--- src/rtl/spi_reg_writer.sv ---
// spi_reg_writer: SPI mode-0 peripheral writing five 8-bit registers from 16-bit frames.
// Define SPI_READBACK_EN to return register contents on cipo during read frames.
module spi_reg_writer #(
  parameter int MAX_ADDR    = 4,
  parameter int SYNC_STAGES = 2
) (
  input  logic       clk,
  input  logic       rst,
  input  logic       sclk,
  input  logic       copi,
  input  logic       ncs,
  output logic       cipo,
  output logic [7:0] en_reg_out_7_0,
  output logic [7:0] en_reg_out_15_8,
  output logic [7:0] en_reg_pwm_7_0,
  output logic [7:0] en_reg_pwm_15_8,
  output logic [7:0] pwm_duty_cycle
);
  typedef enum logic [1:0] {IDLE, SHIFT, COMMIT} state_t;
  state_t state, next;
  logic [SYNC_STAGES:0] sclk_q, copi_q, ncs_q;
  logic [15:0] sr;
  logic [4:0] cnt;
  logic [7:0] regs [0:4];
  logic clear, sample, write;
  function automatic logic mapped(input logic [6:0] a);
    return int'(a) <= MAX_ADDR && a < 7'd5;
  endfunction
  always_ff @(posedge clk or posedge rst)
    if (rst) begin
      sclk_q <= '0;
      copi_q <= '0;
      ncs_q  <= '1;
    end else begin
      sclk_q <= {sclk_q[SYNC_STAGES-1:0], sclk};
      copi_q <= {copi_q[SYNC_STAGES-1:0], copi};
      ncs_q  <= {ncs_q[SYNC_STAGES-1:0], ncs};
    end
  wire sclk_s    = sclk_q[SYNC_STAGES-1];
  wire sclk_rise = sclk_s & ~sclk_q[SYNC_STAGES];
  wire ncs_s     = ncs_q[SYNC_STAGES-1];
  wire ncs_fall  = ~ncs_s & ncs_q[SYNC_STAGES];
  wire ncs_rise  = ncs_s & ~ncs_q[SYNC_STAGES];
  wire ncs_edge  = ncs_fall | ncs_rise;
  // copi is stable long before the sclk edge, so the older history copy gives extra margin
  wire copi_s    = copi_q[SYNC_STAGES];
  always_ff @(posedge clk or posedge rst)
    if (rst) state <= IDLE;
    else state <= next;
  always_comb
    next = ncs_fall ? SHIFT : state == SHIFT ? (ncs_rise ? COMMIT : SHIFT) : IDLE;
  always_comb begin
    clear  = ncs_fall;
    sample = state == SHIFT && sclk_rise && !ncs_edge && !ncs_s;
    write  = state == COMMIT && cnt == 5'd16 && sr[15] && mapped(sr[14:8]);
  end
  always_ff @(posedge clk or posedge rst)
    if (rst) begin
      sr  <= '0;
      cnt <= '0;
    end else if (clear) begin
      sr  <= '0;
      cnt <= '0;
    end else if (sample) begin
      sr  <= {sr[14:0], copi_s};
      cnt <= cnt == 5'd17 ? cnt : cnt + 5'd1;
    end
  always_ff @(posedge clk or posedge rst)
    if (rst) regs <= '{default: '0};
    else if (write) regs[sr[10:8]] <= sr[7:0];
  assign en_reg_out_7_0  = regs[0];
  assign en_reg_out_15_8 = regs[1];
  assign en_reg_pwm_7_0  = regs[2];
  assign en_reg_pwm_15_8 = regs[3];
  assign pwm_duty_cycle  = regs[4];
`ifdef SPI_READBACK_EN
  logic [7:0] rd;
  logic rd_on, cipo_q;
  wire sclk_fall = ~sclk_s & sclk_q[SYNC_STAGES];
  wire [6:0] rd_addr = {sr[5:0], copi_s};
  always_ff @(posedge clk or posedge rst)
    if (rst) begin
      rd     <= '0;
      rd_on  <= 1'b0;
      cipo_q <= 1'b0;
    end else if (ncs_edge) begin
      rd     <= '0;
      rd_on  <= 1'b0;
      cipo_q <= 1'b0;
    end else if (sample && cnt == 5'd7 && !sr[6]) begin
      rd    <= mapped(rd_addr) ? regs[rd_addr[2:0]] : 8'h00;
      rd_on <= 1'b1;
    end else if (rd_on && sclk_fall && !ncs_s) begin
      cipo_q <= rd[7];
      rd     <= {rd[6:0], 1'b0};
    end
  assign cipo = cipo_q & ~ncs;
`else
  assign cipo = 1'b0;
`endif
endmodule

--- config.mk ---
export PLATFORM = sky130hd
export DESIGN_NAME = spi_reg_writer
export DESIGN_NICKNAME = d
export VERILOG_FILES = /design/src/rtl/spi_reg_writer.sv
export SDC_FILE = /design/constraint.sdc
export NUM_CORES = 1
export LEC_CHECK = 0
export ABC_AREA = 1
export BUFFER_PORTS_ARGS = -buffer_cell sky130_fd_sc_hd__buf_2
export CAP_MARGIN = 0
export CORE_ASPECT_RATIO = 0.7
export CORE_UTILIZATION = 50
export DETAILED_ROUTE_END_ITERATION = 6
export GPL_TIMING_DRIVEN = 0
export HOLD_SLACK_MARGIN = 0.06
export PLACE_DENSITY = 0.78
export SLEW_MARGIN = 20
export SYNTH_ARGS = -nofsm -noshare
export SYNTH_HDL_FRONTEND = slang
export SYNTH_SLANG_ARGS = --single-unit
export TNS_END_PERCENT = 5
--- constraint.sdc ---
create_clock -name clk -period 3.3 [get_ports clk]
set_input_delay 0 -clock clk [delete_from_list [all_inputs] [get_ports clk]]
set_output_delay 0 -clock clk [all_outputs]
set_load 0.1 [all_outputs]
==> results.sh, run 1 <==
export IMPL_fp_coreArea_mm2=0.00587
export IMPL_start_util_pct=53.4
export IMPL_dp_final_hpwl_um=4940
export IMPL_final_hold_viol_count=0
export IMPL_yosysUniqueCellTypes=24
export IMPL_grt_usage_pct=23.0
export IMPL_clock_path_buffers=2
export IMPL_path_class="flop to flop"
export IMPL_num_vias=2670
export IMPL_post_cts_buffers=0
export IMPL_dominantRegCellSynth="dfrtp_1"
export IMPL_ys_seq_area_share_pct=57.6
export IMPL_p_int_mw=1.43
export IMPL_grt_pass1_wl_um=11500
export IMPL_cts_tree="done"
export IMPL_final_max_slew_viol_count=0
export IMPL_drt_iter0_markers=244
export IMPL_synthCells=338
export IMPL_max_freq_ghz=0.503
export IMPL_fp_dieArea_mm2=0.00660
export IMPL_num_io_pins=46
export IMPL_synth_top_area_share_pct=55.1
export IMPL_synth_most_common_cell="nand2_1"
export IMPL_wl_met1_um=3380
export IMPL_cts_made_buffers=9
export IMPL_power_mw=1.80
export IMPL_min_period_ps=1990
export IMPL_setup_violations=0
export IMPL_grt_max_degree=53
export IMPL_leakagePower_nw=2.08
export IMPL_clock_skew_ps=9.78
export IMPL_yosysWarnings=0
export IMPL_synth_seq_cells=72
export IMPL_route_met2_wl_um=3030
export IMPL_die_x_um=96.7
export IMPL_numPortBuffers=44
export IMPL_cts_root_buf="clkbuf_8"
export IMPL_htree_num_levels=3
export IMPL_place_congestion=0.857
export IMPL_critPathLaunchType="flop"
export IMPL_vdd_drop_max_v=0.000249
export IMPL_power_density_mw_per_mm2=479
export IMPL_ant_nets=0
export IMPL_clock_sinks=72
export IMPL_clk_latency_ps=350
export IMPL_hold_worst_slack_ps=145
export IMPL_synth_area_leaders="dfrtp_1 55%, nand2_1 14%, nand4_1 7.0%"
export IMPL_rsz0062_at_grt="no"
export IMPL_die_h_um=68.3
export IMPL_maxCapViolations=0
export IMPL_cp_required_ps=3530
export IMPL_post_cts_resized=0
export IMPL_vias_per_cell=5.59
export IMPL_antenna_found_initial=0
export IMPL_power_frac_comb_pct=3.4
export IMPL_async_flop_share_pct=100
export IMPL_timing_final_crit_share_pct=60.2
export IMPL_yosys_top_cells_count="117 x nand2_1, 69 x dfrtp_1, 35 x nand4_1, 27 x nand3_1, 17 x inv_1"
export IMPL_critPathMaxFanout=10
export IMPL_synth_edf_count=0
export IMPL_hold_path_class="input pin to asynchronous set/reset pin"
export IMPL_synthesis_area_mm2=0.00314
export IMPL_dr_pass1_iters=6
export IMPL_grt_ovfl_total=0
export IMPL_post_route_drc_count=0
export IMPL_wire_per_inst_um=14.8
export IMPL_avgSynthCellArea_um2=9.28
export IMPL_drive_gt1_share_pct=22.6
export IMPL_diodes=0
export IMPL_grt_pass1_vias=2369
export IMPL_power_switching_uw=370
export IMPL_synth_nets=348
export IMPL_pwr_share_seq_pct=49.9
export IMPL_hold_buffers=4
export IMPL_clockPowerShare_pct=46.7
export IMPL_arrival_ps=2220
export IMPL_end_kind="flop"
export IMPL_dr_wl_met3_um=580
export IMPL_status="completed"
export IMPL_nets=408
export IMPL_clkTransAtPathRegs_ps=80
export IMPL_area_growth_syn_to_layout_pct=20.1
export IMPL_fin_tns_setup_ps=0
export IMPL_top_layer="met4"
export IMPL_std_cell_rows=23
export IMPL_swShare_pct=20.5
export IMPL_drt_total_wl_um=7100
export IMPL_yosys_area_top_type="dfrtp_1"
logic make-up after synthesis:
group / count (synthesis) / synth area share (%)
simple gates: 204 / 31.0
flops: 72 / 57.6
buf+inv: 36 / 5.71
compound gates: 17 / 2.79
fa+ha+maj: 5 / 2.00
xor+xnor: 3 / 0.838
other cells: 1 / 0.120
registers in the layout (all words and copies together) (netlist names):
register	cells
en_reg_pwm_7_0	8
sr	16
ncs_q	3
en_reg_pwm_15_8	8
pwm_duty_cycle	8
en_reg_out_7_0	8
en_reg_out_15_8	8
cnt	5
copi_q	3
state	2
sclk_q	3
per-layer routing:
metal / vias up / global-route usage (%)
li1: 1244 / -
met3: 17 / 6.95
met2: 134 / 33.0
met5: - / 0
met1: 1275 / 33.3
met4: 0 / 7.65
worst paths after layout:
path,cells after the start,endpoint,slack [ps],from
setup / recovery,9,cnt[1]$_DFFE_PP0P_,1310,ncs_q[1]$_DFF_PP1_
hold / removal,3,en_reg_out_7_0[5]$_DFFE_PP0P_,140,rst
setup reg to reg,9,cnt[1]$_DFFE_PP0P_,1310,ncs_q[1]$_DFF_PP1_
hold reg to reg,0,sclk_q[1]$_DFF_PP0_,350,sclk_q[0]$_DFF_PP0_
max in group asynchronous,4,ncs_q[1]$_DFF_PP1_,2560,rst
min in group clk,2,copi_q[0]$_DFF_PP0_,300,copi
per-stage QoR:
| stage | worst slack, ps | instances | area (um2) | util [%] |
|---|---|---|---|---|
| final | 1310 | 478 | 3760 | 64.1 |
| after global routing | 1240 | 478 | 3760 | 64.1 |
| after floorplan | 1480 | 338 | 3140 | - |
| after global placement | 655 | 457 | 3450 | 58.8 |
| after detailed placement | 1350 | 458 | 3480 | 59.3 |
| after CTS | 1330 | 478 | 3760 | 64.1 |
cell usage in the layout (no fill, tap or decap), drive strengths merged:
cell type	Yosys	layout
inv	20	20
o31ai	1	1
nand4	40	40
o21ai	16	16
conb	1	1
nor2	18	18
bufinv	0	3
nand3	27	27
dfrtp	69	69
ha	5	5
clkinv	2	4
nand2	118	118
dlygate4sd3	0	4
clkbuf	3	14
xor2	3	3
dfstp	3	3
nor3	1	1
buf	11	56
power groups by stage:
| stage | Sequential [mW] | Combinational, mW | Clock [mW] |
|---|---|---|---|
| finish | 0.899 | 0.0620 | 0.842 |
| global route | 0.900 | 0.0696 | 0.893 |
| CTS | 0.899 | 0.0631 | 0.853 |
| detailed placement | 0.916 | 0.0595 | 0 |
| global placement | 0.916 | 0.0530 | 0 |
| floorplan | 0.914 | 0.0404 | 0 |
final cells by class:
type / count / area [um2]
Buffer: 14 / 96.3
Clock buffer: 11 / 141
Clock inverter: 5 / 104
Fill cell: 491 / 2110
Inverter: 22 / 85.1
Multi-Input combinational cell: 230 / 1150
Sequential cell: 72 / 1810
Tap cell: 75 / 93.8
Timing Repair Buffer: 49 / 288
worst max-delay path: stages (launching register included):
cell     delay [ps]
dfstp_2         550
inv_1            60
ha_1            270
nand2_1          50
inv_1            60
nand4_2         250
nand2_1         290
nand2_1         180
nand2_1         110
nand2_1          50
No activity file was read; power rests on OpenSTA's default activity.
==> run 2, diff against run 1 <==
PLACE_DENSITY = 0.81   (was 0.78)
clock period = 1.8 ns   (was 3.3 ns; I/O delays follow)
==> run 2 against run 1 <==
  * Worst setup slack worse by 1200 ps
  * Via count is 0.26% lower
  * Non-clock buffer count rose by 8
  * Die area stayed put
  * Critical endpoint is now sr[0]$_DFFE_PP0P_
  * Largest power group unchanged
  * Register-to-register slack lost 1200 ps
  * Critical path type unchanged
==> results.sh, run 2 (synthesis gave the netlist of run 1 again) <==
export IMPL_fp_dieArea_mm2=0.00660
export IMPL_ff2ff_setup_slack_ps=110
export IMPL_post_route_drc_count=0
export IMPL_std_cell_rows=23
export IMPL_fin_tns_setup_ps=0
export IMPL_dp_final_hpwl_um=4800
export IMPL_fin_area_mm2=0.00391
export IMPL_cp_endpoint="sr[0]$_DFFE_PP0P_"
export IMPL_num_io_pins=46
export IMPL_leakagePower_nw=2.14
export IMPL_ant_nets=0
export IMPL_cp_startpoint="ncs_q[1]$_DFF_PP1_"
export IMPL_clock_sinks=72
export IMPL_nets=416
export IMPL_vdd_drop_max_v=0.000552
export IMPL_fillers=483
export IMPL_clkTransAtPathRegs_ps=80
export IMPL_drt_total_wl_um=7460
export IMPL_cp_cell_sequence="inv_4 > ha_4 > nand2_1 > inv_2 > nand4_4 > inv_4 > clkbuf_16 > nand3_1 > o21ai_0"
export IMPL_die_x_um=96.7
export IMPL_worst_r2r_cell_count=9
export IMPL_register_area_mm2=0.00181
export IMPL_cts_tree="done"
export IMPL_maxCapViolations=0
export IMPL_power_mw=3.37
export IMPL_crit_family="flip-flops"
export IMPL_dr_pass1_iters=5
export IMPL_final_hold_viol_count=0
export IMPL_area_growth_syn_to_layout_pct=24.7
export IMPL_end_kind="flop"
export IMPL_grt_max_degree=31
export IMPL_status="completed"
export IMPL_setup_violations=0
export IMPL_min_period_ps=1690
export IMPL_cp_required_ps=2070
export IMPL_die_h_um=68.3
export IMPL_critPathMaxFanout=6
export IMPL_cp_depth=9
export IMPL_diodes=0
export IMPL_cts_root_buf="clkbuf_8"
export IMPL_placed_area_mm2=0.00349
export IMPL_clk_latency_ps=350
export IMPL_htree_num_levels=3
export IMPL_final_common_cell="nand2_1"
export IMPL_worst_path_most_repeated_cell="inv_4"
export IMPL_utilization_pct=66.6
export IMPL_drive_gt1_share_pct=26.3
export IMPL_grt_ovfl_total=0
export IMPL_slowest_delay_ps=570
export IMPL_grt_pass1_vias=2429
export IMPL_wire_per_inst_um=15.3
export IMPL_r2r_start="ncs_q[1]$_DFF_PP1_"
export IMPL_hold_path_class="input pin to asynchronous set/reset pin"
export IMPL_reg2reg_to="sr[0]$_DFFE_PP0P_"
export IMPL_final_max_slew_viol_count=0
export IMPL_hold_worst_slack_ps=203
export IMPL_top_register="sr"
export IMPL_multi_input_area_mm2=0.00118
export IMPL_grt_pass1_wl_um=12000
export IMPL_clock_path_buffers=2
export IMPL_power_density_mw_per_mm2=862
export IMPL_max_freq_ghz=0.591
export IMPL_largest_register_ffs=16
export IMPL_fp_coreArea_mm2=0.00587
export IMPL_place_congestion=0.820
export IMPL_crit_slowest_cell="dfstp_2"
export IMPL_start_util_pct=53.4
export IMPL_clock_skew_ps=4.15
export IMPL_grt_usage_pct=23.8
export IMPL_numPortBuffers=44
export IMPL_path_class="flop to flop"
export IMPL_num_vias=2663
export IMPL_layout_common_cells="115 x nand2_1, 69 x dfrtp_1, 48 x buf_2"
export IMPL_drt_iter0_markers=208
export IMPL_cts_made_buffers=9
export IMPL_path_buf_inv=4
export IMPL_critPathLaunchType="flop"
export IMPL_vias_per_cell=5.48
export IMPL_antenna_found_initial=0
export IMPL_timing_final_crit_share_pct=94.0
export IMPL_arrival_ps=1960
run 2: layout make-up:
cell class                      instances  area share [%]
Tap cell                               75            2.40
Buffer                                 14            2.98
Multi-Input combinational cell        230            30.2
Timing Repair Buffer                   57            9.57
Clock inverter                          5            2.66
Inverter                               22            2.37
Clock buffer                           11            3.62
Sequential cell                        72            46.2
run 2: metrics by stage:
stage | worst slack [ps] | cells
detailed placement | -128 | 459
CTS | 41.2 | 481
global route | -7.77 | 486
floorplan | 160 | 338
global placement | -92.7 | 457
finish | 108 | 486
run 2: power breakdown:
part,internal [mW],switching [mW]
Combinational,0.0496,0.0931
Clock,0.959,0.618
Sequential,1.64,0.0133
Total,2.65,0.725
run 2: per-layer routing:
layer	vias up	routed length [um]	GRT usage [%]	part of all wire (%)
met2	123	3300	36.8	44
met4	0	95	5.41	1.3
met1	1269	3440	32.4	46
met3	15	626	8.48	8.4
li1	1256	-	-	-
met5	-	0	0	0
run 2: worst min path at each step:
stage,startpoint,endpoint,slack (ps),depth (start not counted)
after detailed placement,rst,pwm_duty_cycle[3]$_DFFE_PP0P_,30,2
after floorplan,ncs,ncs_q[0]$_DFF_PP1_,4,0
after CTS,rst,pwm_duty_cycle[3]$_DFFE_PP0P_,210,3
after global placement,ncs,ncs_q[0]$_DFF_PP1_,110,1
after global routing,rst,pwm_duty_cycle[3]$_DFFE_PP0P_,250,3
final,rst,pwm_duty_cycle[3]$_DFFE_PP0P_,200,3
run 2: worst register-to-register path, cell delays in order, from the launching register on:
cell and delay (ps):
dfstp_2 570, inv_4 60, ha_4 250, nand2_1 50
inv_2 70, nand4_4 180, inv_4 150, clkbuf_16 150
nand3_1 50, o21ai_0 80
run 2: timing repair:
action / CTS / global route
endpoints found under the hold margin: 42 / 0
setup endpoints to repair: 18 / 19
pin swaps: 0 / 1
setup buffers: 2 / 4
hold buffers: 4 / 0
gates resized for setup: 11 / 12
gates cloned: 0 / 1
==> run 3, diff against run 2 <==
ABC_CLOCK_PERIOD_IN_PS = 1800   (was not set)
MAX_ROUTING_LAYER = met4   (was not set)
==> run 3 against run 2 <==
  * Die area stayed put
  * Final area stayed put
  * Cell count stayed put
  * Via count is 0.26% lower
  * Power is 0.13% lower
  * Sequential cell count stayed put
  * Clock power hardly changed
  * Worst hold slack better by 2.7 ps
  * Critical path type unchanged
  * Critical endpoint unchanged
==> results.sh, run 3 (synthesis gave the netlist of run 1 again) <==
export IMPL_clock_skew_ps=5.53
export IMPL_dr_pass1_iters=5
export IMPL_nets=416
export IMPL_cts_tree="done"
export IMPL_htree_num_levels=3
export IMPL_clkTransAtPathRegs_ps=80
export IMPL_hold_worst_slack_ps=206
export IMPL_drive_gt1_share_pct=26.3
export IMPL_end_kind="flop"
export IMPL_final_common_cell="nand2_1"
export IMPL_start_util_pct=53.4
export IMPL_area_growth_syn_to_layout_pct=24.7
export IMPL_cts_made_buffers=9
export IMPL_timing_final_crit_share_pct=94.0
export IMPL_r2r_start="ncs_q[1]$_DFF_PP1_"
export IMPL_fin_area_mm2=0.00391
export IMPL_maxCapViolations=0
export IMPL_critPathLaunchType="flop"
export IMPL_crit_family="flip-flops"
export IMPL_clock_path_buffers=2
export IMPL_critPathMaxFanout=6
export IMPL_num_vias=2656
export IMPL_numPortBuffers=44
export IMPL_arrival_ps=1960
export IMPL_path_class="flop to flop"
export IMPL_drt_iter0_markers=217
export IMPL_cts_root_buf="clkbuf_8"
export IMPL_grt_pass1_vias=2432
export IMPL_grt_ovfl_total=0
export IMPL_place_ws_ps=-128
export IMPL_std_cell_rows=23
export IMPL_cp_required_ps=2070
export IMPL_leakagePower_nw=2.14
export IMPL_worst_r2r_cell_count=9
export IMPL_antenna_found_initial=0
export IMPL_ant_nets=0
export IMPL_place_congestion=0.833
export IMPL_num_io_pins=46
export IMPL_vdd_drop_max_v=0.000550
export IMPL_place_inst=459
export IMPL_hold_path_class="input pin to asynchronous set/reset pin"
export IMPL_die_h_um=68.3
export IMPL_placed_area_mm2=0.00349
export IMPL_setup_violations=0
export IMPL_top_register="sr"
export IMPL_ff2ff_setup_slack_ps=110
export IMPL_layout_common_cells="115 x nand2_1, 69 x dfrtp_1, 48 x buf_2"
export IMPL_fp_dieArea_mm2=0.00660
export IMPL_worst_path_most_repeated_cell="inv_4"
export IMPL_slowest_delay_ps=570
export IMPL_power_mw=3.37
export IMPL_path_buf_inv=4
export IMPL_timing_final_ws_setup_ps=108
export IMPL_fp_coreArea_mm2=0.00587
export IMPL_post_route_drc_count=0
export IMPL_drt_total_wl_um=7470
export IMPL_wire_per_inst_um=15.4
export IMPL_grt_max_degree=31
export IMPL_largest_register_ffs=16
export IMPL_cp_cell_sequence="inv_4 > ha_4 > nand2_1 > inv_2 > nand4_4 > inv_4 > clkbuf_16 > nand3_1 > o21ai_0"
export IMPL_clock_sinks=72
export IMPL_final_hold_viol_count=0
export IMPL_max_freq_ghz=0.591
export IMPL_crit_slowest_cell="dfstp_2"
export IMPL_die_x_um=96.7
export IMPL_dp_final_hpwl_um=4800
export IMPL_grt_pass1_wl_um=12000
export IMPL_clk_latency_ps=350
export IMPL_fin_cells=486
export IMPL_min_period_ps=1690
export IMPL_reg2reg_to="sr[0]$_DFFE_PP0P_"
export IMPL_vias_per_cell=5.47
export IMPL_power_density_mw_per_mm2=861
export IMPL_status="completed"
export IMPL_final_max_slew_viol_count=0
export IMPL_grt_usage_pct=24.4
export IMPL_diodes=0
[run 3: where the power goes]
part	internal [mW]	leakage, nW	switching [mW]
Sequential	1.64	0.979	0.0134
Combinational	0.0497	1.03	0.0935
Clock	0.959	0.124	0.613
[run 3: worst max-delay path by stage]
stage | startpoint | to | slack (ps) | cells past startpoint
floorplan | ncs_q[1]$_DFF_PP1_ | cnt[2]$_DFFE_PP0P_ | 160 | 9
global placement | ncs_q[1]$_DFF_PP1_ | cnt[1]$_DFFE_PP0P_ | -90 | 9
detailed placement | ncs_q[1]$_DFF_PP1_ | cnt[2]$_DFFE_PP0P_ | -130 | 9
CTS | ncs_q[1]$_DFF_PP1_ | sr[9]$_DFFE_PP0P_ | 40 | 9
global route | cnt[0]$_DFFE_PP0P_ | en_reg_out_7_0[7]$_DFFE_PP0P_ | -8 | 7
finish | ncs_q[1]$_DFF_PP1_ | sr[0]$_DFFE_PP0P_ | 110 | 9
[run 3: what timing repair did]
action,CTS,global route
pin swaps,0,1
gates cloned,0,1
setup endpoints to repair,18,19
resized for setup,11,12
hold endpoints to repair,42,0
setup buffers,2,4
hold buffers,4,0
[run 3: cell type report]
cell class / count / area, um2
sequential: 72 / 1810
clock inverter: 5 / 104
inverter: 22 / 92.6
multi-input combinational: 230 / 1180
buffer: 14 / 116
clock buffer: 11 / 141
tap: 75 / 93.8
fill: 483 / 1960
timing repair buffer: 57 / 374
[run 3: metrics by stage]
stage	TNS (ps)	utilization (%)
after floorplan	0	-
after global placement	-688	58.8
after detailed placement	-1460	59.5
after CTS	0	65.1
after global routing	-23.5	66.6
final	0	66.6
[run 3: per-layer routing]
| layer | global-route usage [%] | vias up | wire [um] |
|---|---|---|---|
| met5 | - | - | 0 |
| met3 | 7.87 | 6 | 550 |
| met2 | 36.7 | 107 | 3370 |
| met1 | 32.4 | 1285 | 3500 |
| li1 | - | 1258 | - |
| met4 | 6.16 | 0 | 49 |
[run 3: tightest hold or removal path, cell delays in order]
cell	delay [ps]
dlygate4sd3_1	530
buf_2	130
clkinvlp_4	310
